--- src/rtl/multiplicador_pkg.sv ---
// Shared types for the sequential shift-and-add multiplier.
package multiplicador_pkg;

    typedef enum logic [1:0] {
        IDLE = 2'd0,
        CALC = 2'd1,
        DONE = 2'd2
    } estado_t;

    // One extra bit so the step counter cannot wrap inside an operation.
    function automatic int ancho_cuenta(input int w);
        return $clog2(w) + 1;
    endfunction

endpackage

--- src/rtl/sumadorCompletoN.sv ---
// N-bit adder with carry in/out, shared by the multiplier datapath.
module sumadorCompletoN #(
    parameter int WIDTH = 8
) (
    input  logic [WIDTH-1:0] a,
    input  logic [WIDTH-1:0] b,
    input  logic             cin,
    output logic [WIDTH-1:0] suma,
    output logic             cout
);

    assign {cout, suma} = {1'b0, a} + {1'b0, b} + {{WIDTH{1'b0}}, cin};

endmodule

--- src/rtl/controlador_multiplicador.sv ---
// Shift-and-add multiplier controller: one multiplier bit per clock through a shared adder.
// Optional macro MULT_EARLY_EXIT_EN ends CALC as soon as no multiplier bits remain.
module controlador_multiplicador
    import multiplicador_pkg::*;
#(
    parameter int WIDTH = 4
) (
    input  logic                 clk,
    input  logic                 rst,
    input  logic                 inicio,
    input  logic [WIDTH-1:0]     multiplicando,
    input  logic [WIDTH-1:0]     multiplicador,
    output logic                 listo,
    output logic                 valido,
    output logic [2*WIDTH-1:0]   resultado
);

    localparam int PW = 2 * WIDTH;
    localparam int CW = ancho_cuenta(WIDTH);

    estado_t          estado;
    logic [PW-1:0]    mcando;
    logic [PW-1:0]    acc;
    logic [PW-1:0]    suma;
    logic [WIDTH-1:0] mdor;
    logic [CW-1:0]    cuenta;
    logic             cout_unused;

    logic [PW-1:0]    acc_sig;
    logic [WIDTH-1:0] mdor_sig;
    logic             fin;

    sumadorCompletoN #(.WIDTH(PW)) u_sumador (
        .a    (acc),
        .b    (mcando),
        .cin  (1'b0),
        .suma (suma),
        .cout (cout_unused)
    );

    always_comb begin
        acc_sig  = mdor[0] ? suma : acc;
        mdor_sig = mdor >> 1;
`ifdef MULT_EARLY_EXIT_EN
        fin = (cuenta == CW'(WIDTH - 1)) || (mdor_sig == '0);
`else
        fin = (cuenta == CW'(WIDTH - 1));
`endif
    end

    always_ff @(posedge clk or posedge rst) begin
        if (rst) begin
            estado    <= IDLE;
            mcando    <= '0;
            acc       <= '0;
            mdor      <= '0;
            cuenta    <= '0;
            listo     <= 1'b1;
            valido    <= 1'b0;
            resultado <= '0;
        end else begin
            case (estado)
                IDLE: begin
                    valido <= 1'b0;
                    if (inicio) begin
                        mcando <= {{WIDTH{1'b0}}, multiplicando};
                        mdor   <= multiplicador;
                        acc    <= '0;
                        cuenta <= '0;
                        listo  <= 1'b0;
                        estado <= CALC;
                    end
                end
                CALC: begin
                    acc    <= acc_sig;
                    mcando <= mcando << 1;
                    mdor   <= mdor_sig;
                    cuenta <= cuenta + 1'b1;
                    // Product is published on the same edge that enters DONE.
                    if (fin) begin
                        resultado <= acc_sig;
                        valido    <= 1'b1;
                        estado    <= DONE;
                    end
                end
                DONE: begin
                    valido <= 1'b0;
                    listo  <= 1'b1;
                    estado <= IDLE;
                end
                default: begin
                    valido <= 1'b0;
                    listo  <= 1'b1;
                    estado <= IDLE;
                end
            endcase
        end
    end

endmodule

--- config.mk ---
export PLATFORM = sky130hd
export DESIGN_NAME = controlador_multiplicador
export DESIGN_NICKNAME = d
export VERILOG_FILES = /design/src/rtl/multiplicador_pkg.sv /design/src/rtl/sumadorCompletoN.sv /design/src/rtl/controlador_multiplicador.sv
export SDC_FILE = /design/constraint.sdc
export NUM_CORES = 1
export LEC_CHECK = 0
export ABC_CLOCK_PERIOD_IN_PS = 3150
export CAP_MARGIN = 20
export CELL_PAD_IN_SITES_DETAIL_PLACEMENT = 1
export CELL_PAD_IN_SITES_GLOBAL_PLACEMENT = 1
export CORE_MARGIN = 2
export CORE_UTILIZATION = 47
export CTS_CLUSTER_SIZE = 16
export DETAILED_ROUTE_END_ITERATION = 10
export PLACE_DENSITY_LB_ADDON = 0.1
export SYNTH_ARGS = -nofsm -noshare
export SYNTH_HDL_FRONTEND = slang
export SYNTH_HIERARCHICAL = 1
export SYNTH_SLANG_ARGS = --single-unit
--- constraint.sdc ---
create_clock -name clk -period 3.15 [get_ports clk]
set_input_delay 0.63 -clock clk [delete_from_list [all_inputs] [get_ports clk]]
set_output_delay 0.63 -clock clk [all_outputs]
set_load 0.02 [all_outputs]
; ---- After elaboration in Yosys (flattened, before gate mapping)
; Cells that the tools add are included.
[word_totals]
inputBits = 11
output_inout_bits = 10
ff_bits = 35
word_cells = 37
[classes]
eq_ne = 4
mux = 16
reduce_logical = 6
bitwise_logic = 1
n_addsub = 2
[ops]
columns = operator, n
row1 = 8-bit one-hot mux with 2 select lines, 2
row2 = 8-bit two-way mux, 3
row3 = 8-bit adder, 1
row4 = 4-bit one-hot mux with 2 select lines, 1
row5 = 2-bit AND reduction, 4
row6 = 3-bit one-hot mux with 2 select lines, 1
row7 = 2-bit two-way mux, 2
row8 = 4-bit two-way mux, 1
row9 = 2-bit != test (second input constant), 2
row10 = 2-bit one-hot mux with 2 select lines, 1
row11 = 3-bit by 1-bit adder with 3-bit output (second input constant), 1
row12 = 3-bit by 2-bit equality test with 1-bit output (second input constant), 1
row13 = 1-bit two-way mux, 3
row14 = 3-bit two-way mux, 1
row15 = 2-bit by 1-bit equality test with 1-bit output (second input constant), 1
row16 = 2-bit logical NOT, 1
row17 = 1-bit one-hot mux with 2 select lines, 1
row18 = 2-bit nonzero test, 1
row19 = 1-bit inverter, 1

; ---- Logic depth before layout (Yosys ltp)
; Gate-level depths: netlist (run 1).
[logic_depth]
depth_word = 3
depth_mapped = 8

; ---- By module
; Netlist (run 1), hierarchy kept.
[modules_own_cells]
columns = module, area_each_um2, instances, cells_each, seq_area_each_um2
row1 = controlador_multiplicador, 1493.9, 1, 127, 877.1
row2 = sumadorCompletoN, 331.6, 1, 42, 0.0

; ---- Least setup slack after synthesis (run 1)
; Ideal clock, no wire load.
[synth_path]
path_type = flip-flop to flip-flop
from = register acc[0]
to = register resultado[6]
slack_ps = 1121
arrival_ps = 1946
synth_period_minus_slack_ps = 2029
path_stages_with_launch = 9
path_buffers = 0
t_required_ps = 3067
path_cell_list = dfrtp_1 fa_1 fa_1 a21oi_1 nor2_1 nor2_1 xnor2_1 mux2i_1 o21ai_0
[synth_between]
elab_chain_len = 2
[synth_lines]
columns = item, line
row1 = "start, declared", controlador_multiplicador.sv:23  ; logic [PW-1:0] acc;
row2 = "start signal, assigned", controlador_multiplicador.sv:75  ; acc <= acc_sig;
row3 = 8-bit adder, sumadorCompletoN.sv:12  ; assign {cout, suma} = {1'b0, a} + {1'b0, b} + {{WIDTH{1'b0}}, cin};
row4 = via suma[6], controlador_multiplicador.sv:24  ; logic [PW-1:0] suma;
row5 = 8-bit two-way mux, controlador_multiplicador.sv:42  ; acc_sig = mdor[0] ? suma : acc;
row6 = "end signal, assigned", controlador_multiplicador.sv:81  ; resultado <= acc_sig;
row7 = "end, declared", controlador_multiplicador.sv:15  ; output logic [2*WIDTH-1:0] resultado
; The timed path passes the listed nets, and every way through them passes these cells.
; A chain may end at the register's enable or synchronous reset.

; ---- Final worst setup path (run 1)
; Same ends and word-level chain as after synthesis.

==> results of run 1 <==
[state kept, by name (all words and copies together), names as in the netlist]
| register | flops |
|---|---|
| mdor | 4 |
| resultado | 8 |
| listo | 1 |
| estado | 2 |
| cuenta | 3 |
| valido | 1 |
| acc | 8 |
| mcando | 8 |
[how the worst max path moves through the flow]
| stage | cells after the start | start | slack, ps | to |
|---|---|---|---|---|
| after floorplan | 8 | acc[0] | 1150 | resultado[6] |
| after global placement | 8 | acc[0] | 1010 | resultado[6] |
| after detailed placement | 8 | acc[0] | 910 | resultado[6] |
| after CTS | 8 | acc[0] | 870 | resultado[6] |
| after global routing | 8 | acc[0] | 750 | resultado[6] |
| final | 8 | acc[0] | 900 | resultado[6] |
[worst max-delay path: stages (launching register included)]
cell and delay, ps:
dfrtp_1 410, fa_1 470, fa_1 420, a21oi_1 230
nor2_1 60, nor2_1 110, xnor2_1 180, mux2i_1 110
o21ai_0 170
[through the flow]
stage	utilization, %	worst slack [ps]	total power (uW)	instances
final	58.0	896	2190	237
after global placement	55.3	1010	1770	229
after detailed placement	55.3	913	1840	229
after floorplan	-	1150	1530	166
after global routing	58.0	751	2370	237
after CTS	58.0	873	2210	237
[layout make-up]
type / instances / area share (%)
flip-flops and latches: 35 / 41.0
multi-input cells: 117 / 40.4
repair buffers: 21 / 9.70
clock buffers: 8 / 4.68
well taps: 48 / 2.81
inverters: 8 / 1.40
[layer usage]
metal / share of wire [%] / global-route usage, % / wire length [um]
met5: 0 / 0 / 0
met4: 1.5 / 6.89 / 60
met3: 2.8 / 4.09 / 112
met2: 50 / 35.4 / 1980
met1: 46 / 27.3 / 1800
[power groups by stage]
stage          Clock (uW)  Combinational (uW)  Sequential, uW
2_1_floorplan           0                 746             789
3_3_place_gp            0                 975             794
3_5_place_dp            0                1030             807
4_1_cts               372                1040             801
5_1_grt               392                1150             827
6_report              359                1030             798
[layout by cell type, fill, tap and decap left out]
cell / n
a2111oi_0: 1
a211oi_1: 1
a21o_1: 3
a21oi_1: 7
a221o_1: 3
a221oi_1: 1
a22o_1: 15
a311o_1: 2
and2_1: 1
buf_4: 1
clkbuf_1: 1
clkbuf_8: 7
clkdlybuf4s50_1: 20
conb_1: 1
dfrtp_1: 34
dfstp_2: 1
fa_1: 2
ha_1: 9
inv_1: 7
inv_2: 1
mux2i_1: 9
nand2_1: 14
nand2b_1: 6
nand3_1: 2
nand3b_1: 1
nor2_1: 6
nor2b_1: 3
nor3_1: 2
nor3b_1: 3
nor4_1: 1
nor4b_1: 1
o21ai_0: 11
o21ai_1: 2
o21ba_2: 1
o21bai_1: 1
o21bai_2: 1
o22a_1: 2
o22ai_1: 1
xnor2_1: 2
xor2_1: 2
==> results.md, run 1 <==
* Starting DRC count in detailed routing at 31
* Setup Fix Bufs, Post-CTS at 0
* Worst reg-to-reg path cell count at 8
* Count of unresolved DRC violations after routing at 0
* Synthesized net count at between 150 and 200
* Kind of critical path: reg -> reg
* Final number of hold-violating endpoints at 0
* Achievable clock frequency at 0.444 GHz
* Fin Clk Skew at 7.85 ps
* Via-to-Cell Ratio at 5.74
* Synthesized cell area at 1810 um^2
* ANT nets after route at 0
* Critical Path RT at 3350 ps
* Hold depth at 2
* Fin crit period at 2250 ps
* Area enclosed by the die boundary at 4370 um^2
* Area of the core region at 3690 um^2
* Power share of the sequential group at 36.5%
* Post-layout nets at 210
* Final critical-path share of the clock period at 71.6%
* Total half-perimeter wirelength after legalization and detailed placement at 2910 um
* Reg-to-Reg End: resultado[6]
* Max Buffers Root-to-Sink at 2
* Worst slew pin tran at about 690 ps
* Switching component of the power at 882 uW
* Via count of the first global-routing pass at 1,384
* Clock root buffer: clkbuf_8
* Ys Warns at 6
* Outcome: completed
* Num CTS Buffers at 5
* Layout area overhead at 18.2%
* Worst slew margin at 54.2%
* Type of destination of the critical path: flop
* Initial antenna violation count at 0
* Startpoint of the most critical register-to-register path: acc[0]
* Leak at 0.000997 uW
* Boundary Pins at 21
* Global routing usage summed across all routing layers at 21.1%
* Logic pwr share at 47.1%
* Worst hold slack across all endpoints at 483 ps
* Routed wirelength normalized by instance count at 16.7 um
* Path type of the worst min-delay path: reg -> reg
* Gp weighted congestion at 0.796
* Startpoint Class: flop
* Switching portion of total power at 40.3%
* Total congestion overflow at 0
* Peak ir drop on the vdd network at 534 uV
* Number of gates resized after cts at 0
* Die X at 66.1 um
* Clock power share at 16.4%
* Number of clock sinks at 35
* Clock transition at the register clock pins on the worst setup and hold paths after CTS at 70 ps
* Level count of the clock H-tree at 2
* Critical Path AT at between 2000 and 2500 ps
* Number of antenna cells inserted at 0
* Reg-to-reg setup timing slack at 900 ps
* Hold_sp: resultado[4]
* Clock tree from TritonCTS: built
* Footprint of the multi-input gates at 866 um^2
* Max FO, Critical Path at 3
* RSZ-0062 raised after global routing: false
* Final std cell area, no fill at 2140 um^2
* Clock latency of the later-clocked register in the worst-skew pair at 290 ps
* Initial standard-cell utilization of the core at between 40% and 50%
* Total Negative Setup Slacks at 0 ps
* Sum of routed wire length over all layers at 3960 um
* Fraction of layout instances using a drive strength above 1 at 6.35%
* TritonRoute pass-1 iters at 4
* Vias post-DR at 1,361
* Count of hold-fix buffers inserted at cts at 0
* Sequential cell area in the final layout at 877 um^2
* Vertical die dimension at 66.1 um
* Mapped Cells at 166
* Maximum number of pins on one net before global-route repair at 24
* Filler cells at 397
* Global-route wire length before repair at 6760 um
* Pwr dens at just over 1000 nW/um^2
* Internal power at 1300 uW
* Worst Hold Path EP: resultado[4]
* Rows at 22
* Avg Cell Area, Syn at roughly 11 um^2
* # Max-Cap Violations at 0
* Final count of negative-setup-slack endpoints at 0
* Port bufs at 20
* Placed cell area at 2040 um^2
* Max Transition Viols Final at 0
Note: power is estimated with default switching activity, not from simulation.
==> run 2: changes to the inputs <==
Settings changed: ABC_CLOCK_PERIOD_IN_PS 3150 to 2070, CORE_UTILIZATION 47 to 39.
Clock period 3.15 ns to 2.07 ns, I/O delays scaled along.
==> results.md, run 2 (same netlist as run 1, synthesis figures left out) <==
* Path type of the worst min-delay path: reg -> reg (unchanged)
* Total half-perimeter wirelength after legalization and detailed placement at 3120 um (was 2910 um)
* Achievable clock frequency at 0.506 GHz (was 0.444 GHz)
* Filler cells at 505 (was 397)
* Vertical die dimension at 72.2 um (was 66.1 um)
* Layer carrying the most global-route usage: met2 (unchanged)
* Outcome: completed (unchanged)
* Port bufs at 20 (unchanged)
* Max FO, Critical Path at 2 (was 3)
* Initial standard-cell utilization of the core at 41.0% (was 49.1%)
* Commonest non-fill, non-tap cells in the layout: dfrtp_1 (34), clkdlybuf4s50_1 (20), a22o_1 (15) (unchanged)
* Total congestion overflow at 0 (unchanged)
* TritonRoute pass-1 iters at 4 (unchanged)
* Vias post-DR at 1,357 (was 1,361)
* Maximum number of pins on one net before global-route repair at 36 (was 24)
* Global routing usage summed across all routing layers at 19.2% (was 21.1%)
* Level count of the clock H-tree at 2 (unchanged)
* Largest registers: acc (8), mcando (8), resultado (8) (unchanged)
* Final design utilization at 50.6% (was 58.0%)
* Clock transition at the register clock pins on the worst setup and hold paths after CTS at 80 ps (was 70 ps)
* Global-route met3 utilization at 4.31% (was 4.09%)
* Max Buffers Root-to-Sink at 2 (unchanged)
* Die X at 72.2 um (was 66.1 um)
* Global-route wire length before repair at 7600 um (was 6760 um)
* RSZ-0062 raised after global routing: true (was false)
* Rows at 24 (was 22)
* Num CTS Buffers at 5 (unchanged)
* Global routing met2 resource utilization at 32.7% (was 35.4%)
* Number of antenna cells inserted at 0 (unchanged)
* Pwr dens at 1560 nW/um^2 (was 1020 nW/um^2)
* Via count of the first global-routing pass at 1,504 (was 1,384)
* Type of destination of the critical path: flop (unchanged)
* Layout area overhead at 23.2% (was 18.2%)
* Clock latency of the later-clocked register in the worst-skew pair at 290 ps (about the same)
* Kind of critical path: reg -> reg (unchanged)
* Clock tree from TritonCTS: built (unchanged)
* Max Transition Viols Final at 0 (unchanged)
* Routed wirelength normalized by instance count at 17.4 um (was 16.7 um)
* Slowest stage cell, crit path: dfrtp_1 (was fa_1)
* Global routing met1 resource utilization at 23.9% (was 27.3%)
* Post-layout nets at 218 (was 210)
* ANT nets after route at 0 (unchanged)
* Area enclosed by the die boundary at 5210 um^2 (was 4370 um^2)
* Sequence of cells on the critical path: fa_2 > fa_2 > a21oi_4 > nor2_1 > nor2_1 > xnor2_1 > mux2i_1 > o21ai_1 (was fa_1 > fa_1 > a21oi_1 > nor2_1 > nor2_1 > xnor2_1 > mux2i_1 > o21ai_0)
* # Max-Cap Violations at 0 (unchanged)
* Via-to-Cell Ratio at 5.45 (was 5.74)
* Clock root buffer: clkbuf_8 (unchanged)
* Area of the core region at 4410 um^2 (was 3690 um^2)
* Placed cell area at 2110 um^2 (was 2040 um^2)
* Gp weighted congestion at 0.868 (was 0.796)
* Startpoint Class: flop (unchanged)
* Fin Clk Skew at 10.6 ps (was 7.85 ps)
* Critical Path AT at 2190 ps (was 2450 ps)
* Fin crit period at 1980 ps (was 2250 ps)
* Max stage delay on crit path at 410 ps (was 470 ps)
* Boundary Pins at 21 (unchanged)
* Count of hold-fix buffers inserted at cts at 0 (unchanged)
* Sum of routed wire length over all layers at 4330 um (was 3960 um)
* Starting DRC count in detailed routing at 45 (was 31)
* Leak at 0.00103 uW (was 0.000997 uW)
* Peak ir drop on the vdd network at 638 uV (was 534 uV)
* Fraction of layout instances using a drive strength above 1 at 13.2% (was 6.35%)
* Critical Path RT at 2280 ps (was 3350 ps)
* Initial antenna violation count at 0 (unchanged)
* Total Negative Setup Slacks at 0 ps (unchanged)
* Final count of negative-setup-slack endpoints at 0 (unchanged)
* Count of unresolved DRC violations after routing at 0 (unchanged)
* Final number of hold-violating endpoints at 0 (unchanged)
* Final std cell area, no fill at 2230 um^2 (was 2140 um^2)
* Number of clock sinks at 35 (unchanged)
* Final critical-path share of the clock period at 95.5% (was 71.6%)
* Most common library cell in the layout ignoring fill and taps: dfrtp_1 (unchanged)
[run 2: final cells by class]
class                      instances  area [um^2]  area share (%)
multi-input combinational        117          892            40.0
sequential                        35          877            39.3
tap                               52         65.1            2.91
inverter                           8         30.0            1.35
timing repair buffer              29          268            12.0
clock buffer                       8          100            4.48
[run 2: path summary, 6_finish.rpt]
check | endpoint | startpoint | cells past startpoint | slack [ps]
setup / recovery | resultado[6] | acc[0] | 8 | 90
hold reg to reg | resultado[3] | resultado[3] | 2 | 480
min in group asynchronous | resultado[2] | rst | 3 | 530
setup reg to reg | resultado[6] | acc[0] | 8 | 90
max in group asynchronous | listo | rst | 3 | 1180
hold / removal | resultado[3] | resultado[3] | 2 | 480
[run 2: what timing repair did]
action / in CTS / in global routing
setup endpoints to repair: 4 / 4
resized for setup: 3 / 7
buffers inserted: 0 / 0
pin swaps: 1 / 1
[run 2: per-stage QoR]
| stage | total power, uW | setup WS [ps] | hold slack [ps] | std cells |
|---|---|---|---|---|
| 2_1_floorplan | 2340 | 70.2 | 466 | 166 |
| 3_3_place_gp | 2800 | -25.7 | 464 | 241 |
| 3_5_place_dp | 2890 | -160 | 469 | 241 |
| 4_1_cts | 3480 | 29.8 | 485 | 249 |
| 5_1_grt | 3770 | -25.1 | 518 | 249 |
| 6_report | 3480 | 92.6 | 478 | 249 |
[run 2: critical path: cells and delay by family (launching register included)]
kind                       cells  cell delay, ps
xor gates and xnor gates       1             160
and+or+nand+nor                2             170
muxes                          1             100
adders and majority gates      2             790
AOI/OAI and AO/OA              2             270
DFF                            1             410
[run 2: metal layers]
layer  up-vias  part of all wire (%)  routed length, um
met2        18                    52               2230
li1        660                     -                  -
met3        10                   2.2                 97
met4         0                   1.8                 80
met5         -                     0                  0
met1       669                    44               1920
[run 2: power breakdown]
group | switching [uW] | leakage [uW] | internal (uW)
clock network | 245 | 0.0000515 | 304
registers | 248 | 0.000451 | 946
logic | 903 | 0.000529 | 834
total | 1400 | 0.00103 | 2080
